### config.mk
export PLATFORM = sky130hd
export DESIGN_NAME = i2s_tx
export DESIGN_NICKNAME = d
export VERILOG_FILES = /design/src/rtl/i2s_tx.sv
export SDC_FILE = /design/constraint.sdc
export NUM_CORES = 1
export LEC_CHECK = 0
export ABC_AREA = 0
export BUFFER_PORTS_ARGS = -buffer_cell sky130_fd_sc_hd__buf_2
export CAP_MARGIN = 25
export CORE_AREA = 2 2 49 86
export DETAILED_ROUTE_END_ITERATION = 8
export DIE_AREA = 0 0 51 88
export PLACE_DENSITY = 0.67
export SYNTH_ARGS = -nofsm -noshare
export SYNTH_HDL_FRONTEND = slang
export SYNTH_SLANG_ARGS = --single-unit
### constraint.sdc
create_clock -name clock -period 1.77 [get_ports clock]
set_input_delay 0.354 -clock clock [delete_from_list [all_inputs] [get_ports clock]]
set_output_delay 0.354 -clock clock [all_outputs]
set_load 0.005 [all_outputs]
### src/rtl/i2s_tx.sv
// ---------------------------------------------------------------------------
// i2s_tx -- I2S master transmitter for a 16-bit stereo DAC.
//
// Takes the unsigned 12-bit left/right mixer samples, converts them to
// 16-bit two's complement and shifts them out on a standard I2S link.
// The block is the link master, so it derives BCK and LRCK from the system
// clock itself.
//
// One frame is 32 BCK periods (16 per channel) and lasts 64*DIV clocks.
// Both channels are captured together once per frame, on the BCK falling
// edge that starts slot 0. Every output is driven straight from a register.
//
// Parameters
//   DIV       system clock cycles per BCK half-period (>= 1)
//
// Ports
//   clock     system clock, all logic on the rising edge
//   reset     synchronous, active-low reset
//   laudio    left sample, unsigned 12-bit, midscale 12'h800
//   raudio    right sample, unsigned 12-bit, midscale 12'h800
//   mute      when high at capture the frame carries zero on both channels
//   i2s_bck   bit clock
//   i2s_lrck  word select (0 = left, 1 = right)
//   i2s_data  serial data, MSB first, one BCK after the LRCK edge
//   sample    one-clock pulse on the cycle the inputs are captured
// ---------------------------------------------------------------------------
module i2s_tx #(
    parameter int DIV = 8
) (
    input  logic        clock,
    input  logic        reset,
    input  logic [11:0] laudio,
    input  logic [11:0] raudio,
    input  logic        mute,
    output logic        i2s_bck,
    output logic        i2s_lrck,
    output logic        i2s_data,
    output logic        sample
);

    // The divider needs at least one bit even when DIV == 1.
    localparam int              CW       = (DIV > 1) ? $clog2(DIV) : 1;
    localparam logic [CW-1:0]   DIV_LAST = CW'(DIV - 1);

    // -----------------------------------------------------------------------
    // State
    // -----------------------------------------------------------------------
    logic [CW-1:0] div_cnt_reg,  div_cnt_next;
    logic          bck_reg,      bck_next;
    logic [4:0]    slot_reg,     slot_next;
    logic          lrck_reg,     lrck_next;
    logic          data_reg,     data_next;
    logic          sample_reg,   sample_next;
    logic [15:0]   left_reg,     left_next;
    logic [15:0]   right_reg,    right_next;

    // -----------------------------------------------------------------------
    // Helper terms
    // -----------------------------------------------------------------------
    logic        tick;
    logic        fall_tick;
    logic        capture;
    logic [4:0]  slot_inc;
    logic [3:0]  left_idx;
    logic [3:0]  right_idx;
    logic        slot_bit;
    logic [15:0] left_conv;
    logic [15:0] right_conv;

    assign tick      = (div_cnt_reg == DIV_LAST);
    // A tick with bck currently high drives bck low: that is the only
    // moment slot, lrck and data are allowed to move.
    assign fall_tick = tick & bck_reg;
    assign slot_inc  = slot_reg + 5'd1;
    assign capture   = fall_tick && (slot_inc == 5'd0);

    // Unsigned -> two's complement is just an MSB inversion; the 12-bit
    // value is left-justified in the 16-bit DAC word.
    assign left_conv  = mute ? 16'h0000 : {~laudio[11], laudio[10:0], 4'b0000};
    assign right_conv = mute ? 16'h0000 : {~raudio[11], raudio[10:0], 4'b0000};

    // Bit positions for the slot being entered. The one-BCK I2S delay means
    // slot n carries L[16-n] (n = 1..16) or R[32-n] (n = 17..31); both are
    // taken modulo 32 in 5 bits and only the low four bits are needed.
    assign left_idx  = 4'(5'd16 - slot_inc);
    assign right_idx = 4'(5'd0  - slot_inc);

    // Slot 0 carries the LSB of the previous right word. The right register
    // is only overwritten at this same edge, so its current LSB is exactly
    // the delayed bit; no extra storage is needed to hold it across the
    // frame boundary.
    always_comb begin
        slot_bit = 1'b0;
        if (slot_inc == 5'd0) begin
            slot_bit = right_reg[0];
        end else if (slot_inc <= 5'd16) begin
            slot_bit = left_reg[left_idx];
        end else begin
            slot_bit = right_reg[right_idx];
        end
    end

    // -----------------------------------------------------------------------
    // State register
    // -----------------------------------------------------------------------
    always_ff @(posedge clock) begin
        if (!reset) begin
            div_cnt_reg <= '0;
            bck_reg     <= 1'b0;
            slot_reg    <= 5'd31;
            lrck_reg    <= 1'b1;
            data_reg    <= 1'b0;
            sample_reg  <= 1'b0;
            left_reg    <= 16'h0000;
            right_reg   <= 16'h0000;
        end else begin
            div_cnt_reg <= div_cnt_next;
            bck_reg     <= bck_next;
            slot_reg    <= slot_next;
            lrck_reg    <= lrck_next;
            data_reg    <= data_next;
            sample_reg  <= sample_next;
            left_reg    <= left_next;
            right_reg   <= right_next;
        end
    end

    // -----------------------------------------------------------------------
    // Next-state logic
    // -----------------------------------------------------------------------
    always_comb begin
        div_cnt_next = tick ? '0 : div_cnt_reg + 1'b1;
        bck_next     = tick ? ~bck_reg : bck_reg;
        slot_next    = slot_reg;
        lrck_next    = lrck_reg;
        data_next    = data_reg;
        sample_next  = 1'b0;
        left_next    = left_reg;
        right_next   = right_reg;

        if (fall_tick) begin
            slot_next = slot_inc;
            lrck_next = slot_inc[4];
            data_next = slot_bit;
        end

        if (capture) begin
            left_next   = left_conv;
            right_next  = right_conv;
            sample_next = 1'b1;
        end
    end

    // -----------------------------------------------------------------------
    // Outputs (all registered)
    // -----------------------------------------------------------------------
    assign i2s_bck  = bck_reg;
    assign i2s_lrck = lrck_reg;
    assign i2s_data = data_reg;
    assign sample   = sample_reg;

endmodule

# Word-level counts from Yosys, hierarchy flattened
# Index checks and enable logic that the tools add are counted.
classes:
  n_addsub: 4
  n_lt_le_gt_ge: 3
  n_eq_ne: 1
  mux: 9
  bitwise: 5
  n_reduce_logical: 3
ops:
  columns: ["operator", "count"]
  rows:
  - ["16-bit two-way mux", 2]
  - ["4-bit by 5-bit < comparator with 1-bit output (second input constant)", 2]
  - ["1-bit binary-select mux with 4-bit select", 2]
  - ["1-bit by 4-bit subtractor with 4-bit output (first input constant)", 2]
  - ["5-bit by 1-bit adder with 5-bit output (second input constant)", 1]
  - ["5-bit less-or-equal comparator (second input constant)", 1]
  - ["5-bit zero test", 1]
  - ["1-bit two-way mux", 5]
  - ["1-bit NOT", 4]
  - ["3-bit by 1-bit adder with 3-bit output (second input constant)", 1]
  - ["3-bit == test (second input constant)", 1]
  - ["2-bit OR reduction", 1]
  - ["1-bit AND", 1]
  - ["1-bit logical AND", 1]
word_totals:
  reg_bits: 44
  input_bits: 27
  out_inout_bits: 4
  elab_cells: 33

# Depth between registers and ports, before layout
# Gate-level depths: netlist of run 1.
depth:
  ltp_word: 6
  ltp_mapped: 11
  mapped_depth_nobuf: 8

# Worst setup path before layout of run 1
# No wires, ideal clock.
synth_timing:
  path_kind: "register -> register"
  from: "register slot_reg[1]"
  to: "register data_reg, in the netlist i2s_data"
  arrival_ps: 1793
  required_time_ps: 1643
  path_slack_ps: -150
  stages_incl_launch_ff: 9
  path_buffers: 1
  synth_period_minus_slack_ps: 1920
  cell_sequence: "dfxtp_1 -> ha_1 -> buf_6 -> nor3b_1 -> xnor2_1 -> nor2_1 -> a211o_1 -> a211oi_1 -> a211oi_2"
synth_between:
  elab_chain_len: 6
synth_rtl:
  columns: ["element", "line_no", "rtl"]
  rows:
  - ["from (decl)", "50", "logic [4:0] slot_reg, slot_next;"]
  - ["from (signal assigned)", "119", "slot_reg <= slot_next;"]
  - ["5-bit by 1-bit adder with 5-bit output (*)", "74", "assign slot_inc = slot_reg + 5'd1;"]
  - ["named net slot_inc[1]", "63", "logic [4:0] slot_inc;"]
  - ["1-bit by 4-bit subtractor with 4-bit output", "85, 86", null]
  - ["1-bit binary-select mux with 4-bit select (on tied branches)", "99, 97", null]
  - ["1-bit two-way mux (on tied branches)", "99, 97", null]
  - ["1-bit two-way mux", "96", "end else if (slot_inc <= 5'd16) begin"]
  - ["1-bit two-way mux (*)", "94", "if (slot_inc == 5'd0) begin"]
  - ["to (signal assigned)", "121", "data_reg <= data_next;"]
  - ["to (decl)", "52", "logic data_reg, data_next;"]
# The timed path passes the listed nets; every way through them passes the cells marked *. The select of a mux whose other input is x is not followed.
# A chain may end at the register's enable or synchronous reset.

# Final worst setup path of run 1
# Ends and elaborated chain as after synthesis.

==> flow_summary.ini, run 1 <==
[drt]
drtIter0Drc = 14
num_vias = 1308
routed_wl_um = 3629
wl_met1_um = 1357
topRoutingLayerUsed = met4
drc = 0
wl_met3_um = 121
firstDrtPassIters = 4
ant_nets = 0
avgViaCountPerCell = 5.361
wl_per_cell_um = 14.87
route.met2.wl_um = 2063

[run_status]
violations = negative setup slack
status = complete, but fails checks

[clocking]
htreeDepth = 2
cts_buffers = 5
worstSkewPairLatency_ps = 290
cts_buffer_depth = 2
cts_tree = done
cts_root_buffer = clkbuf_8
clock-sinks = 35
path_clk_slew_ps = 70

[worst_hold_path]
holdPathStages = 2
holdPathEnd = right_reg[15]
hold_path_class = primary input to flip-flop
worstHoldStart = raudio[11]

[yosys]
synth_nets = 185
synth_mux_area_share_pct = 8.200
async_flop_share_pct = 0
synth_seq_cells = 35
syn_avg_cell_area_um2 = 10.63
synth-simple-area-share_pct = 18.07
synth_xor_area_share_pct = 2.126
synth_edf_count = 0
syn_inst = 155
synth_compound_area_share_pct = 21.03
ys_warn_count = 0
synth_top_flop_cell = dfxtp_1
yosysUniqueCellTypes = 45
synth_top_family_by_area = compound AO/OA/AOI/OAI gates
yosysSeqAreaShare_pct = 42.52
syn_area_um2 = 1648
synthAdderAreaFrac_pct = 2.278

[critical_path]
r2r-end = i2s_data
crit_slowest_cell = a2111oi_1
cp-end-kind = flip-flop
crit_path_max_incr_delay_ps = 430
crit_top_cell = a211oi_2
worstSetupPathType = flip-flop to flip-flop
crit_chain = ha_4, mux4_2, nand2_1, a2111oi_1, a211oi_2, a211oi_2
worst_r2r_path_depth = 6
startpoint_type = flip-flop
required_ps = 1980
regToRegSetupSlack_ps = -50
crit_arrival_ps = 2030
r2r-start = slot_reg[1]
crit_fanout = 11

[global_route]
grtUsageTotal_pct = 18.69
first_global_vias = 1384
antenna_found_initial = 0
grt_max_degree = 17
grt_pass1_wl_um = 6223
grt_overflow = 0

[place]
dpl.cell_count = 234
portBuffers = 30
dp_hpwl_um = 2823
place_congestion = 0.9153

[cells_and_area]
drive_above_1_share_pct = 40.31
nets = 225
mostFrequentLayoutCell = dfxtp_1
instances_no_fill = 244
areaGrowthSynthToFinish_pct = 24.83
final_cell_mix = 33 x dfxtp_1, 30 x buf_2, 16 x a22o_1
n_antenna_cell = 0
finish.utilization_pct = 54.26

[timing]
max-slew-margin-rel_pct = 69.35
fin_setup_tns_ps = -46.81
hold_viol = 0
clock_skew_ps = 5.576
setup_ws_ps = -46.81
fin_crit_sh_pct = 102.6
rsz0062_at_grt = yes
fmax_ghz = 0.5504
worst_pin_slew_ps = 458.6
fin_crit_ps = 1817
setup_viol = 1
maxSlewViolCount = 0
holdWs_ps = 242.3

[floorplan]
die_area_um2 = 4488
initial_core_util_pct = 43.47
fp.dieH_um = 88
core-area_um2 = 3791
die_w_um = 51
rows = 30
io_pins = 31

[pwr]
pwr_density_cell_nw_per_um2 = 723.3
ir_drop_v = 0.0006154
power_leakage_uw = 0.0008725

[flow_run]
maxCapViolations = 0
where the power goes:
part / switching [µW] / internal [µW]
Sequential: 2.43 / 792
Combinational: 30.2 / 35.1
Clock: 273 / 355
Total: 306 / 1180
cell usage after synthesis, types with 2 or more instances:
cell type / n / area share [%]
dfxtp_1: 35 / 43
a22o_1: 16 / 8.5
a21oi_1: 10 / 3.0
nor2_1: 10 / 2.3
nand2_1: 9 / 2.0
nor3b_1: 9 / 4.1
mux4_2: 6 / 8.2
buf_6: 4 / 2.7
buf_4: 3 / 1.4
ha_1: 3 / 2.3
inv_1: 3 / 0.68
nand3_1: 3 / 0.91
o21ai_0: 3 / 0.91
xnor2_1: 3 / 1.6
a211o_1: 2 / 1.1
a21o_1: 2 / 0.91
and2_1: 2 / 0.76
and3_1: 2 / 0.76
clkbuf_1: 2 / 0.46
nor2b_1: 2 / 0.76
nor3_1: 2 / 0.61
cell type report:
type                       count  area, µm²
clock buffer                   8      100.1
fill                         351       1734
inverter                       4      15.01
multi-input combinational    106      912.1
sequential                    35      705.7
tap                           48      60.06
timing repair buffer          43      264.0
per-layer routing:
layer,up-vias,track usage (%)
li1,650,-
met1,622,19.50
met2,27,33.29
met3,9,4.437
met4,0,10.81
met5,-,0
worst max-delay path, delay by kind of cell, from the launching register on:
family	cells	cell delay (ps)
fa+ha+maj	1	310
mux	1	360
compound gates	3	660
flops	1	350
simple gates	1	60
worst max path at each step:
| stage | depth (start not counted) | to | slack (ps) | from |
|---|---|---|---|---|
| final | 6 | i2s_data | -50 | slot_reg[1] |
| after global routing | 7 | i2s_data | -160 | slot_reg[1] |
| after CTS | 7 | i2s_data | -50 | slot_reg[1] |
| after detailed placement | 6 | i2s_data | -90 | slot_reg[1] |
| after global placement | 6 | i2s_data | -3 | slot_reg[1] |
| after floorplan | 6 | i2s_data | 20 | slot_reg[1] |
timing repair:
item	in CTS	in global routing
hold buffers	0	0
endpoints found under the setup margin	1	23
pin swaps	1	1
buffers inserted	0	2
gates resized for setup	2	5
cloned	0	0
cells by family after synthesis:
| kind of cell | after synthesis |
|---|---|
| DFF | 35 |
| xor gates and xnor gates | 4 |
| AOI/OAI and AO/OA | 43 |
| adders and majority gates | 3 |
| muxes | 6 |
| buffers and inverters | 14 |
| and+or+nand+nor | 50 |
stage by stage:
step                total power (µW)  instance area [µm²]  setup WS, ps
floorplan                      839.5                 1694         15.77
detailed placement             876.7                 1916        -86.50
global placement               871.5                 1916        -3.165
CTS                             1503                 2023        -51.03
global route                    1547                 2057        -164.5
finish                          1488                 2057        -46.81
Note: power is estimated with default switching activity, not from simulation.
==> run 2: changes to the inputs <==
Settings changed: ABC_AREA 0 to not set, MAX_ROUTING_LAYER set to met4.
==> run 2 against run 1 <==
  * The run still ends with negative setup slack left
  * Sequential power about the same
  * Global-route usage grew 0.69 points
  * First-iteration DRC count grew 57%
  * Sequential share of layout area shrank 0.93 points
  * Sequential cell count did not move
  * Largest cell class unchanged
==> flow_summary.ini, run 2 (synthesis gave the netlist of run 1 again) <==
[place]
placed_area_um2 = 1916
place_congestion = 0.8597
dp_hpwl_um = 2834
portBuffers = 30

[cells_and_area]
seqCellArea_um2 = 705.7
areaGrowthSynthToFinish_pct = 28.32
fillers = 339
design_area_um2 = 2115
finish.utilization_pct = 55.78
drive_above_1_share_pct = 45.27
final_cell_mix = 33 x dfxtp_1, 30 x buf_2, 16 x a22o_1
nets = 230
multi_input_area_um2 = 943.4
n_antenna_cell = 0
mostFrequentLayoutCell = dfxtp_1

[critical_path]
required_ps = 1930
r2r-end = i2s_data
worstSetupPathType = flip-flop to flip-flop
worst_r2r_path_depth = 7
startpoint_type = flip-flop
r2r-start = slot_reg[1]
cp-end-kind = flip-flop
crit_arrival_ps = 2060
regToRegSetupSlack_ps = -130
crit_fanout = 6

[timing]
maxSlewViolCount = 0
setup_viol = 1
setup_ws_ps = -131.8
fmax_ghz = 0.5258
fin_crit_ps = 1902
rsz0062_at_grt = yes
max-slew-margin-rel_pct = 77.12
hold_viol = 0
fin_setup_tns_ps = -131.8
worst_pin_slew_ps = 342.5
holdWs_ps = 247.9
clock_skew_ps = 3.020
fin_crit_sh_pct = 107.4

[run_status]
status = complete, but fails checks
violations = negative setup slack

[floorplan]
fp.dieH_um = 88
rows = 30
core-area_um2 = 3791
die_w_um = 51
die_area_um2 = 4488
initial_core_util_pct = 43.47
io_pins = 31

[drt]
firstDrtPassIters = 4
ant_nets = 0
drtIter0Drc = 22
wl_per_cell_um = 15.40
num_vias = 1323
drc = 0
routed_wl_um = 3835
avgViaCountPerCell = 5.313

[clocking]
cts_buffer_depth = 2
cts_root_buffer = clkbuf_8
worstSkewPairLatency_ps = 280
hold_buffers = 0
clock-sinks = 35
path_clk_slew_ps = 70
cts_buffers = 5
cts_tree = done
htreeDepth = 2

[pwr]
power_leakage_uw = 0.0008956
pwr_density_cell_nw_per_um2 = 663.7
ir_drop_v = 0.0005819

[global_route]
grtUsageTotal_pct = 19.38
grt_max_degree = 17
grt_overflow = 0
first_global_vias = 1405
antenna_found_initial = 0
grt_pass1_wl_um = 6265

[worst_hold_path]
holdPathStages = 2
holdPathEnd = right_reg[15]
worstHoldStart = raudio[11]
hold_path_class = primary input to flip-flop

[flow_run]
maxCapViolations = 0
## run 2: cell count changes in the layout (fill, tap and decap cells not counted), moves of 2 or more
cell / previous run / this run
buf_4: 11 / 14
clkbuf_8: 7 / 5
nor3b_1: 7 / 4
nor3b_2: 2 / 5
buf_6: 1 / 3
## run 2: per-layer routing
| metal | up-vias | part of all wire (%) | global-route usage (%) |
|---|---|---|---|
| li1 | 661 | - | - |
| met1 | 613 | 38 | 19.76 |
| met2 | 37 | 55 | 34.47 |
| met3 | 12 | 3.8 | 3.072 |
| met4 | 0 | 3.3 | 10.57 |
| met5 | - | 0 | - |
## run 2: timing repair
item / 4_1_cts / 5_1_grt
buffers inserted: 4 / 3
endpoints found under the setup margin: 1 / 23
gates cloned: 0 / 0
pin swaps: 8 / 9
gates resized for setup: 7 / 12
endpoints found under the hold margin: 0 / 0
## run 2: worst max path at each step
stage,end,cells past startpoint,startpoint,slack (ps)
floorplan,i2s_data,6,slot_reg[1],20
finish,i2s_data,7,slot_reg[1],-130
global placement,i2s_data,6,slot_reg[1],0.03
CTS,i2s_data,6,slot_reg[1],-70
global route,i2s_data,7,slot_reg[1],-170
detailed placement,i2s_data,6,slot_reg[1],-110
## run 2: critical path: stages, from the launching register on
cell	delay (ps)
dfxtp_4	350
ha_4	320
buf_4	130
buf_6	80
mux4_2	480
and2_4	150
a211oi_2	200
a211oi_2	60
## run 2: report_power, final
group	switching (µW)	internal, µW	total [µW]	leakage, µW
sequential	2.36	792	794	0.000282
clock	268	276	543	0.0000422
combinational	30.4	35.4	65.8	0.000571
## run 2: per-stage QoR
step | setup WS (ps) | std cells | power, µW
floorplan | 15.77 | 155 | 839.5
global placement | 0.02920 | 234 | 871.5
detailed placement | -112.3 | 234 | 875.8
CTS | -66.59 | 246 | 1418
global route | -167.1 | 249 | 1452
finish | -131.8 | 249 | 1403
## run 2: layout make-up
class,count,area share [%]
Sequential cell,35,33.37
Multi-Input combinational cell,106,44.62
Tap cell,48,2.840
Clock buffer,7,3.609
Inverter,4,0.7101
Timing Repair Buffer,48,14.62
Clock inverter,1,0.2367
